===== config.mk =====
export PLATFORM = sky130hd
export DESIGN_NAME = lc3b_control
export DESIGN_NICKNAME = d
export VERILOG_FILES = /design/src/rtl/lc3b_pkg.sv /design/src/rtl/lc3b_control_mem_watchdog.sv /design/src/rtl/lc3b_control.sv
export SDC_FILE = /design/constraint.sdc
export NUM_CORES = 1
export LEC_CHECK = 0
export CAP_MARGIN = 15
export CORE_ASPECT_RATIO = 1.4
export CORE_MARGIN = 5
export CORE_UTILIZATION = 47
export CTS_CLUSTER_DIAMETER = 60
export DETAILED_ROUTE_END_ITERATION = 16
export PLACE_DENSITY = 0.8
export SLEW_MARGIN = 5
export SYNTH_ARGS = -nofsm -noshare
export SYNTH_HDL_FRONTEND = slang
export SYNTH_SLANG_ARGS = --single-unit

===== constraint.sdc =====
create_clock -name clk -period 1.9 [get_ports clk]
set_clock_uncertainty 0.2 [all_clocks]
set_input_delay 0.38 -clock clk [delete_from_list [all_inputs] [get_ports clk]]
set_output_delay 0.38 -clock clk [all_outputs]
set_load 0.03 [all_outputs]

===== src/rtl/lc3b_pkg.sv =====
// Shared types and constants for the LC-3b microsequencer: state encoding,
// opcode values, ALU operation codes and fault codes.
package lc3b_pkg;

    typedef enum logic [3:0] {
        F_MAR,
        F_MEM,
        F_IR,
        DECODE,
        EX_ALU,
        BR,
        M_MAR,
        M_RD,
        M_WB,
        M_WR,
        HALT
    } state_t;

    localparam logic [3:0] OP_BR   = 4'h0;
    localparam logic [3:0] OP_ADD  = 4'h1;
    localparam logic [3:0] OP_AND  = 4'h5;
    localparam logic [3:0] OP_XOR  = 4'h9;
    localparam logic [3:0] OP_LDW  = 4'h6;
    localparam logic [3:0] OP_STW  = 4'h7;
    localparam logic [3:0] OP_TRAP = 4'hF;

    localparam logic [2:0] ALU_ADD  = 3'b000;
    localparam logic [2:0] ALU_AND  = 3'b001;
    localparam logic [2:0] ALU_XOR  = 3'b010;
    localparam logic [2:0] ALU_PASS = 3'b011;

    localparam logic [1:0] FAULT_NONE    = 2'b00;
    localparam logic [1:0] FAULT_ILLEGAL = 2'b01;
    localparam logic [1:0] FAULT_TIMEOUT = 2'b10;
    localparam logic [1:0] FAULT_TRAP    = 2'b11;

    // Only the three ALU opcodes reach EX_ALU; anything else falls back to PASS_A.
    function automatic logic [2:0] alu_for(input logic [3:0] op);
        case (op)
            OP_ADD:  alu_for = ALU_ADD;
            OP_AND:  alu_for = ALU_AND;
            OP_XOR:  alu_for = ALU_XOR;
            default: alu_for = ALU_PASS;
        endcase
    endfunction

endpackage


===== src/rtl/lc3b_control_mem_watchdog.sv =====
// Memory-wait watchdog: counts cycles with R low while the sequencer waits on
// memory, and flags the cycle on which the wait budget runs out.
module mem_watchdog #(
    parameter int unsigned MEM_TIMEOUT = 255
) (
    input  logic clk,
    input  logic rst_n,
    input  logic waiting,
    input  logic r,
    output logic timeout
);

    localparam logic [7:0] LAST_WAIT = 8'(MEM_TIMEOUT - 1);

    logic [7:0] cnt;

    // No wait state follows another directly, so clearing outside the wait
    // states is the same as clearing on entry.
    always_ff @(posedge clk or negedge rst_n) begin
        if (!rst_n) begin
            cnt <= 8'd0;
        end else if (!waiting) begin
            cnt <= 8'd0;
        end else if (!r) begin
            cnt <= cnt + 8'd1;
        end
    end

    // R high on the final allowed cycle still completes the access.
    assign timeout = waiting && !r && (cnt == LAST_WAIT);

endmodule


===== src/rtl/lc3b_control.sv =====
// Microsequencer for the single-bus LC-3b datapath: fetch, decode, execute,
// with a memory-wait watchdog and a retired-instruction counter.
module lc3b_control
    import lc3b_pkg::*;
#(
    parameter int unsigned MEM_TIMEOUT = 255
) (
    input  logic        clk,
    input  logic        reset,
    input  logic [15:0] IR,
    input  logic        N,
    input  logic        Z,
    input  logic        P,
    input  logic        R,
    output logic [2:0]  aluop,
    output logic        LDCC,
    output logic        LDIR,
    output logic        LDREG,
    output logic        LDPC,
    output logic        LDMAR,
    output logic        LDMDR,
    output logic        MEMEN,
    output logic        marmux,
    output logic        regmux,
    output logic        pcmux,
    output logic        halted,
    output logic [1:0]  fault,
    output logic [15:0] retired,
    output state_t      dbg_state
);

    state_t      state, next_state;
    logic [1:0]  fault_q, fault_d;
    logic [15:0] retired_q;
    logic        retire;
    logic        waiting;
    logic        timeout;
    logic [3:0]  opcode;
    logic        taken;

    assign opcode    = IR[15:12];
    assign taken     = (IR[11] & N) | (IR[10] & Z) | (IR[9] & P);
    assign waiting   = (state == F_MEM) || (state == M_RD) || (state == M_WR);
    assign fault     = fault_q;
    assign retired   = retired_q;
    assign dbg_state = state;

    mem_watchdog #(.MEM_TIMEOUT(MEM_TIMEOUT)) u_watchdog (
        .clk     (clk),
        .rst_n   (reset),
        .waiting (waiting),
        .r       (R),
        .timeout (timeout)
    );

    always_ff @(posedge clk or negedge reset) begin
        if (!reset) begin
            state     <= F_MAR;
            fault_q   <= FAULT_NONE;
            retired_q <= 16'd0;
        end else begin
            state   <= next_state;
            fault_q <= fault_d;
            if (retire) begin
                retired_q <= retired_q + 16'd1;
            end
        end
    end

    always_comb begin
        next_state = state;
        fault_d    = fault_q;
        retire     = 1'b0;
        aluop      = ALU_ADD;
        LDCC       = 1'b0;
        LDIR       = 1'b0;
        LDREG      = 1'b0;
        LDPC       = 1'b0;
        LDMAR      = 1'b0;
        LDMDR      = 1'b0;
        MEMEN      = 1'b0;
        marmux     = 1'b0;
        regmux     = 1'b0;
        pcmux      = 1'b0;
        halted     = 1'b0;

        case (state)
            F_MAR: begin
                LDMAR      = 1'b1;
                next_state = F_MEM;
            end
            F_MEM: begin
                if (R) begin
                    LDMDR      = 1'b1;
                    next_state = F_IR;
                end else if (timeout) begin
                    next_state = HALT;
                    fault_d    = FAULT_TIMEOUT;
                end
            end
            F_IR: begin
                LDIR       = 1'b1;
                LDPC       = 1'b1;
                next_state = DECODE;
            end
            DECODE: begin
                case (opcode)
                    OP_ADD, OP_AND, OP_XOR: next_state = EX_ALU;
                    OP_BR:                  next_state = BR;
                    OP_LDW, OP_STW:         next_state = M_MAR;
                    OP_TRAP: begin
                        next_state = HALT;
                        fault_d    = FAULT_TRAP;
                    end
                    default: begin
                        next_state = HALT;
                        fault_d    = FAULT_ILLEGAL;
                    end
                endcase
            end
            EX_ALU: begin
                aluop      = alu_for(opcode);
                LDREG      = 1'b1;
                LDCC       = 1'b1;
                retire     = 1'b1;
                next_state = F_MAR;
            end
            BR: begin
                LDPC       = taken;
                pcmux      = taken;
                retire     = 1'b1;
                next_state = F_MAR;
            end
            M_MAR: begin
                LDMAR      = 1'b1;
                marmux     = 1'b1;
                next_state = (opcode == OP_STW) ? M_WR : M_RD;
            end
            M_RD: begin
                if (R) begin
                    LDMDR      = 1'b1;
                    next_state = M_WB;
                end else if (timeout) begin
                    next_state = HALT;
                    fault_d    = FAULT_TIMEOUT;
                end
            end
            M_WB: begin
                LDREG      = 1'b1;
                LDCC       = 1'b1;
                regmux     = 1'b1;
                retire     = 1'b1;
                next_state = F_MAR;
            end
            M_WR: begin
                MEMEN = 1'b1;
                if (R) begin
                    retire     = 1'b1;
                    next_state = F_MAR;
                end else if (timeout) begin
                    next_state = HALT;
                    fault_d    = FAULT_TIMEOUT;
                end
            end
            HALT: begin
                halted = 1'b1;
            end
            default: next_state = F_MAR;
        endcase

        // While reset is held the state already reads F_MAR; keep its
        // enables quiet until reset is released.
        if (!reset) begin
            aluop  = ALU_ADD;
            LDCC   = 1'b0;
            LDIR   = 1'b0;
            LDREG  = 1'b0;
            LDPC   = 1'b0;
            LDMAR  = 1'b0;
            LDMDR  = 1'b0;
            MEMEN  = 1'b0;
            marmux = 1'b0;
            regmux = 1'b0;
            pcmux  = 1'b0;
            halted = 1'b0;
        end
    end

endmodule

---- Yosys cells after proc, flatten, opt, wreduce, memory -nomap -nowiden ----
Index checks and enable logic that the tools add are counted.
word-level totals
  bits in registers ....................... 30
  input port bits ......................... 22
operators by class
  $add $sub $neg .......................... 2
  mux-type cells .......................... 38
  reduce and logical (&&, ||, !) cells .... 17
  bitwise logic cells ..................... 5
  equality and inequality tests ........... 21
operators with widths
  kind                   number
  $pmux 4 s8             1
  $eq 4x3->1 const B     7
  $eq 4x4->1 const B     5
  $mux 1                 20
  $mux 4                 5
  $add 16x1->16 const B  1
  $mux 8                 2
  $pmux 4 s3             1
  $reduce_or 3->1        3
  $add 8x1->8 const B    1
  $eq 4x1->1 const B     2
  $eq 4x2->1 const B     2
  $eq 8x8->1 const B     1
  $logic_not 4->1        2
  $pmux 2 s2             2
  $reduce_or 2->1        4
  $mux 2                 3
  $ne 2x2->1 const B     3
  $pmux 2 s3             1
  $reduce_or 6->1        1
  $pmux 1 s2             2
  $reduce_and 4->1       1
  $and 1x1->1            3
  $mux 3                 1
  6 further kinds        9

---- Longest topological paths before layout ----
  word-level depth ........................ 8
  gate-level depth with buffers ........... 6

---- Modules after synthesis ----
From an unflattened synthesis, not the netlist that was laid out.
second synthesis, totals
  cell total of the unflattened synthesis .. 197
  area total of the unflattened synthesis .. 1863.0 um2
modules (own cells, without submodules)
  module        area each (um2)  seq. area each (um2)  cells an instance  times used
  lc3b_control  1443.9           550.5                 156                1
  mem_watchdog  419.2            200.2                 41                 1

---- Least setup slack after synthesis ----
No wires, ideal clock.
  path type ............................... flip-flop to output port
  from .................................... reg state[1] (netlist: dbg_state[1])
  to ...................................... out LDREG
  path buffers ............................ 3
  required time ........................... 1.320 ns
  stages on the path, launching flop included .. 6
  data arrival time ....................... 2.205 ns
  slack ................................... -0.885 ns
  path through ............................ dfrtp_1 > buf_2 > buf_2 > nor3_1 > or2_2 > buf_4
between the ends
  longest elaborated chain between the ends .. 4
ends and longest elaborated chain
  element                                   RTL line            source
  start, declared                           lc3b_control.sv:32  state_t state, next_state;
  start signal, assigned                    lc3b_control.sv:62  state <= next_state;
  $eq 4x3->1 or $eq 4x4->1 (tied branches)  --
  $reduce_or 2->1 (no line) (*)             --
  $mux 1 (*) (2 in a row)                   --
  end, declared                             lc3b_control.sv:18  output logic LDREG,
Every way passes the cells marked *; elsewhere a longest branch is shown, timed or not.

---- Worst setup path in the final report ----
  from .................................... reg state[1] (netlist: dbg_state[1])
  to ...................................... out halted
between the ends
  longest elaborated chain between the ends .. 3
ends and longest elaborated chain
  element        RTL line             source
  $eq 4x4->1     lc3b_control.sv:87   case (state)
  $mux 1         lc3b_control.sv:87
  $mux 1         lc3b_control.sv:173  if (!reset) begin
  end, declared  lc3b_control.sv:26   output logic halted,
Every way passes these cells.

==> load_flow_metrics.sql <==
INSERT INTO impl_metrics (metric_group, metric, value, unit) VALUES
('critical_path', 'crit_buf_inv', '2', ''),
('run_status', 'outcome', 'finished, violations left', ''),
('critical_path', 'worst_path_max_delay_cell', 'sky130_fd_sc_hd__dfrtp_2', ''),
('finish', 'post_route_cells_drive_above_1_share', '34.5', '%'),
('timing', 'worst_slack', '-0.152', 'ns'),
('critical_path', 'timing.critical_path.slowest_cell_delay', '0.45', 'ns'),
('power_and_ir_drop', 'clkPwrFrac', '15.6', '%'),
('clock_tree', 'cts_num_sinks', '30', ''),
('placement', 'pre_cts_ws', '-0.475', 'ns'),
('die', 'core_area', '3920', 'µm²'),
('logic_synthesis', 'synth_sequential_area_ratio', '39.7', '%'),
('detailed_routing', 'vias', '1774', ''),
('detailed_routing', 'dr.pass1.iters', '4', ''),
('timing', 'maximum_clock_rate', '0.487', 'GHz'),
('finish', 'antenna_cells_inserted', '0', ''),
('critical_path', 'start_kind', 'register', ''),
('logic_synthesis', 'synth_enable_flop_cells', '0', ''),
('critical_path', 'worst_ep_required_time', '1.32', 'ns'),
('power_and_ir_drop', 'power.static_leakage', '1.18', 'nW'),
('critical_path', 'ff2ff_setup_slack', '0.07', 'ns'),
('run_status', 'failed_checks', 'negative setup slack', ''),
('critical_path', 'critPathMaxFanout', '6', ''),
('critical_path', 'cp.depth', '5', ''),
('finish', 'syn2layout_area_growth', '48.6', '%'),
('logic_synthesis', 'postSynthRegisterBits', '30', ''),
('logic_synthesis', 'synth_async_sr_flop_share', '100', '%'),
('power_and_ir_drop', 'pwr-share-comb', '56.9', '%'),
('detailed_routing', 'drc', '0', ''),
('grt', 'pin_count_of_the_biggest_net_entering_global_routing', '26', ''),
('die', 'row_count', '27', ''),
('timing', 'rsz0062_at_grt', 'yes', ''),
('die', 'dieArea', '5410', 'µm²'),
('timing', 'report.final.slew_viol_count', '0', ''),
('clock_tree', 'cts-root-buf', 'sky130_fd_sc_hd__clkbuf_8', ''),
('logic_synthesis', 'synth_cell_types', '54', ''),
('power_and_ir_drop', 'power.share.switching', '44.5', '%'),
('critical_path', 'critPathArrivalTime', '1.47', 'ns'),
('grt', 'number_of_antenna_violations_at_the_first_check_in_global_routing', '0', ''),
('logic_synthesis', 'synthesis.instances', '196', ''),
('critical_path', 'path_cells', 'nor2b_2 -> nand2_2 -> buf_4 -> nor2_1 -> buf_4', ''),
('logic_synthesis', 'postSynthAreaPerCell', '9.64', 'µm²'),
('power_and_ir_drop', 'share_seq_of_total_power', '27.5', '%'),
('clock_tree', 'number_of_buffers_created_by_cts', '5', ''),
('die', 'design.portCount', '58', ''),
('detailed_routing', 'drt-vias-per-instance', '5.53', ''),
('finish', 'final_common_cell', 'sky130_fd_sc_hd__buf_4', ''),
('placement', 'dpl.hpwl', '3.59', 'mm'),
('timing', 'final.period_utilization', '108', '%'),
('die', 'initial_core_utilization', '48.2', '%'),
('die', 'chip_width', '63.6', 'µm'),
('power_and_ir_drop', 'power.ir.vdd_worst', '0.955', 'mV'),
('power_and_ir_drop', 'design_power_total', '0.00347', 'W'),
('flow_run', 'timing.max_cap.violations', '0', ''),
('grt', 'gr-usage-all-layers', '18.2', '%'),
('logic_synthesis', 'ys_warn_count', '0', ''),
('critical_path', 'r2r_cells', '6', ''),
('detailed_routing', 'drt_iter0_drc', '101', ''),
('grt', 'grt_pass1_wl', '7.96', 'mm'),
('grt', 'grt_pass1_vias', '1804', ''),
('detailed_routing', 'totalWireLength', '4.86', 'mm'),
('clock_tree', 'h-tree-depth', '2', ''),
('clock_tree', 'clock_insertion_delay_worst_skew', '0.28', 'ns'),
('timing', 'final_hold_viol_count', '0', ''),
('critical_path', 'path_common_cell', 'sky130_fd_sc_hd__buf_4', ''),
('finish', 'mostFrequentLayoutCells', 'sky130_fd_sc_hd__buf_4, sky130_fd_sc_hd__dfrtp_1, sky130_fd_sc_hd__dlygate4sd2_1', ''),
('finish', 'finalNetCount', '302', ''),
('critical_path', 'timing.critical_path.to_type', 'primary output', ''),
('logic_synthesis', 'netlist_area', '1890', 'µm²'),
('logic_synthesis', 'postSynth.topFlopCell', 'sky130_fd_sc_hd__dfrtp_1', ''),
('clock_tree', 'clk_transition_reported_paths', '0.06', 'ns'),
('timing', 'setup_viol', '13', '');
-- worst register-to-register path, cell delays in order (launching register included) --
cell and delay, ns:
sky130_fd_sc_hd__dfrtp_2 0.47, sky130_fd_sc_hd__nand2b_4 0.11, sky130_fd_sc_hd__buf_6 0.11, sky130_fd_sc_hd__buf_4 0.14, sky130_fd_sc_hd__o21a_2 0.28, sky130_fd_sc_hd__nor2_1 0.10
sky130_fd_sc_hd__mux2_1 0.31
-- registers in the layout, indices dropped and copies added (netlist names) --
signal and cells:
retired 16, fault 2, u_watchdog.cnt 8, dbg_state 4
-- what timing repair did --
action / CTS / global route
pin swaps: 6 / 3
setup endpoints to repair: 34 / 22
gates cloned: 0 / 0
resized for setup: 48 / 4
hold buffers: 0 / 0
setup buffers: 5 / 2
-- worst paths after layout --
path | from | to
min | reset | fault[1]
min in group clk | retired[15] | retired[15]
max reg2reg | dbg_state[2] | retired[1]
max | dbg_state[1] | halted
min reg2reg | retired[15] | retired[15]
max in group asynchronous | reset | dbg_state[0]
-- power by group through the flow --
| stage | clock network, W | logic (W) | registers (W) |
|---|---|---|---|
| 2_1_floorplan | 0 | 0.000999 | 0.00116 |
| 3_3_place_gp | 0 | 0.00185 | 0.000961 |
| 3_5_place_dp | 0 | 0.00189 | 0.000970 |
| 4_1_cts | 0.000555 | 0.00194 | 0.000948 |
| 5_1_grt | 0.000588 | 0.00211 | 0.000979 |
| 6_report | 0.000541 | 0.00198 | 0.000955 |
-- metrics by stage --
stage / cells / area (µm²) / TNS (ns) / util [%]
after detailed placement: 306 / 2620 / -7.46 / 67.0
after CTS: 319 / 2780 / -1.32 / 70.8
after global placement: 306 / 2620 / -6.87 / 67.0
after floorplan: 196 / 1970 / -0.623 / -
final: 321 / 2810 / -1.28 / 71.6
after global routing: 321 / 2810 / -1.86 / 71.6
-- layer usage --
| layer | track usage (%) | vias up | routed length [µm] |
|---|---|---|---|
| li1 | - | 851 | - |
| met1 | 19.0 | 885 | 1810 |
| met2 | 34.8 | 29 | 2800 |
| met3 | 3.97 | 9 | 174 |
| met4 | 6.43 | 0 | 77 |
| met5 | 0 | - | 0 |
-- kinds of logic (layout without fill, tap and decap cells) --
family / Yosys count / in the layout / share of synthesized area [%]
muxes: 3 / 3 / 1.66
buffers and inverters: 14 / 96 / 4.04
xor gates and xnor gates: 21 / 21 / 9.74
AOI/OAI and AO/OA: 31 / 31 / 12.7
DFF: 30 / 30 / 39.7
and+or+nand+nor: 93 / 93 / 30.0
other: 1 / 1 / 0.198
adders and majority gates: 3 / 3 / 1.99
-- Yosys cell counts (all sizes together) (2+ instances only) --
library cell,instances,area (µm²)
inv,3,11.3
nor3b,4,45.1
o21a,4,31.3
nor2,19,71.3
buf,8,53.8
nand3,13,65.1
xor2,19,166
nand2b,5,33.8
nand2,11,41.3
nor4,2,18.8
nor3,16,115
a21oi,7,38.8
or3,2,12.5
and3,2,12.5
xnor2,2,17.5
and4,3,26.3
mux2i,2,20.0
nor2b,7,43.8
nand4b,2,17.5
ha,3,37.5
dfrtp,30,751
clkbuf,3,11.3
o21ai,6,33.8
or2,2,12.5
-- cell type report --
class	count	area, µm²
inverter	3	11.3
timing repair buffer	85	737
clock inverter	2	12.5
fill	302	1110
sequential	30	756
multi-input combinational	152	1150
tap	43	53.8
clock buffer	6	82.6
Note: power is estimated with default switching activity, not from simulation.
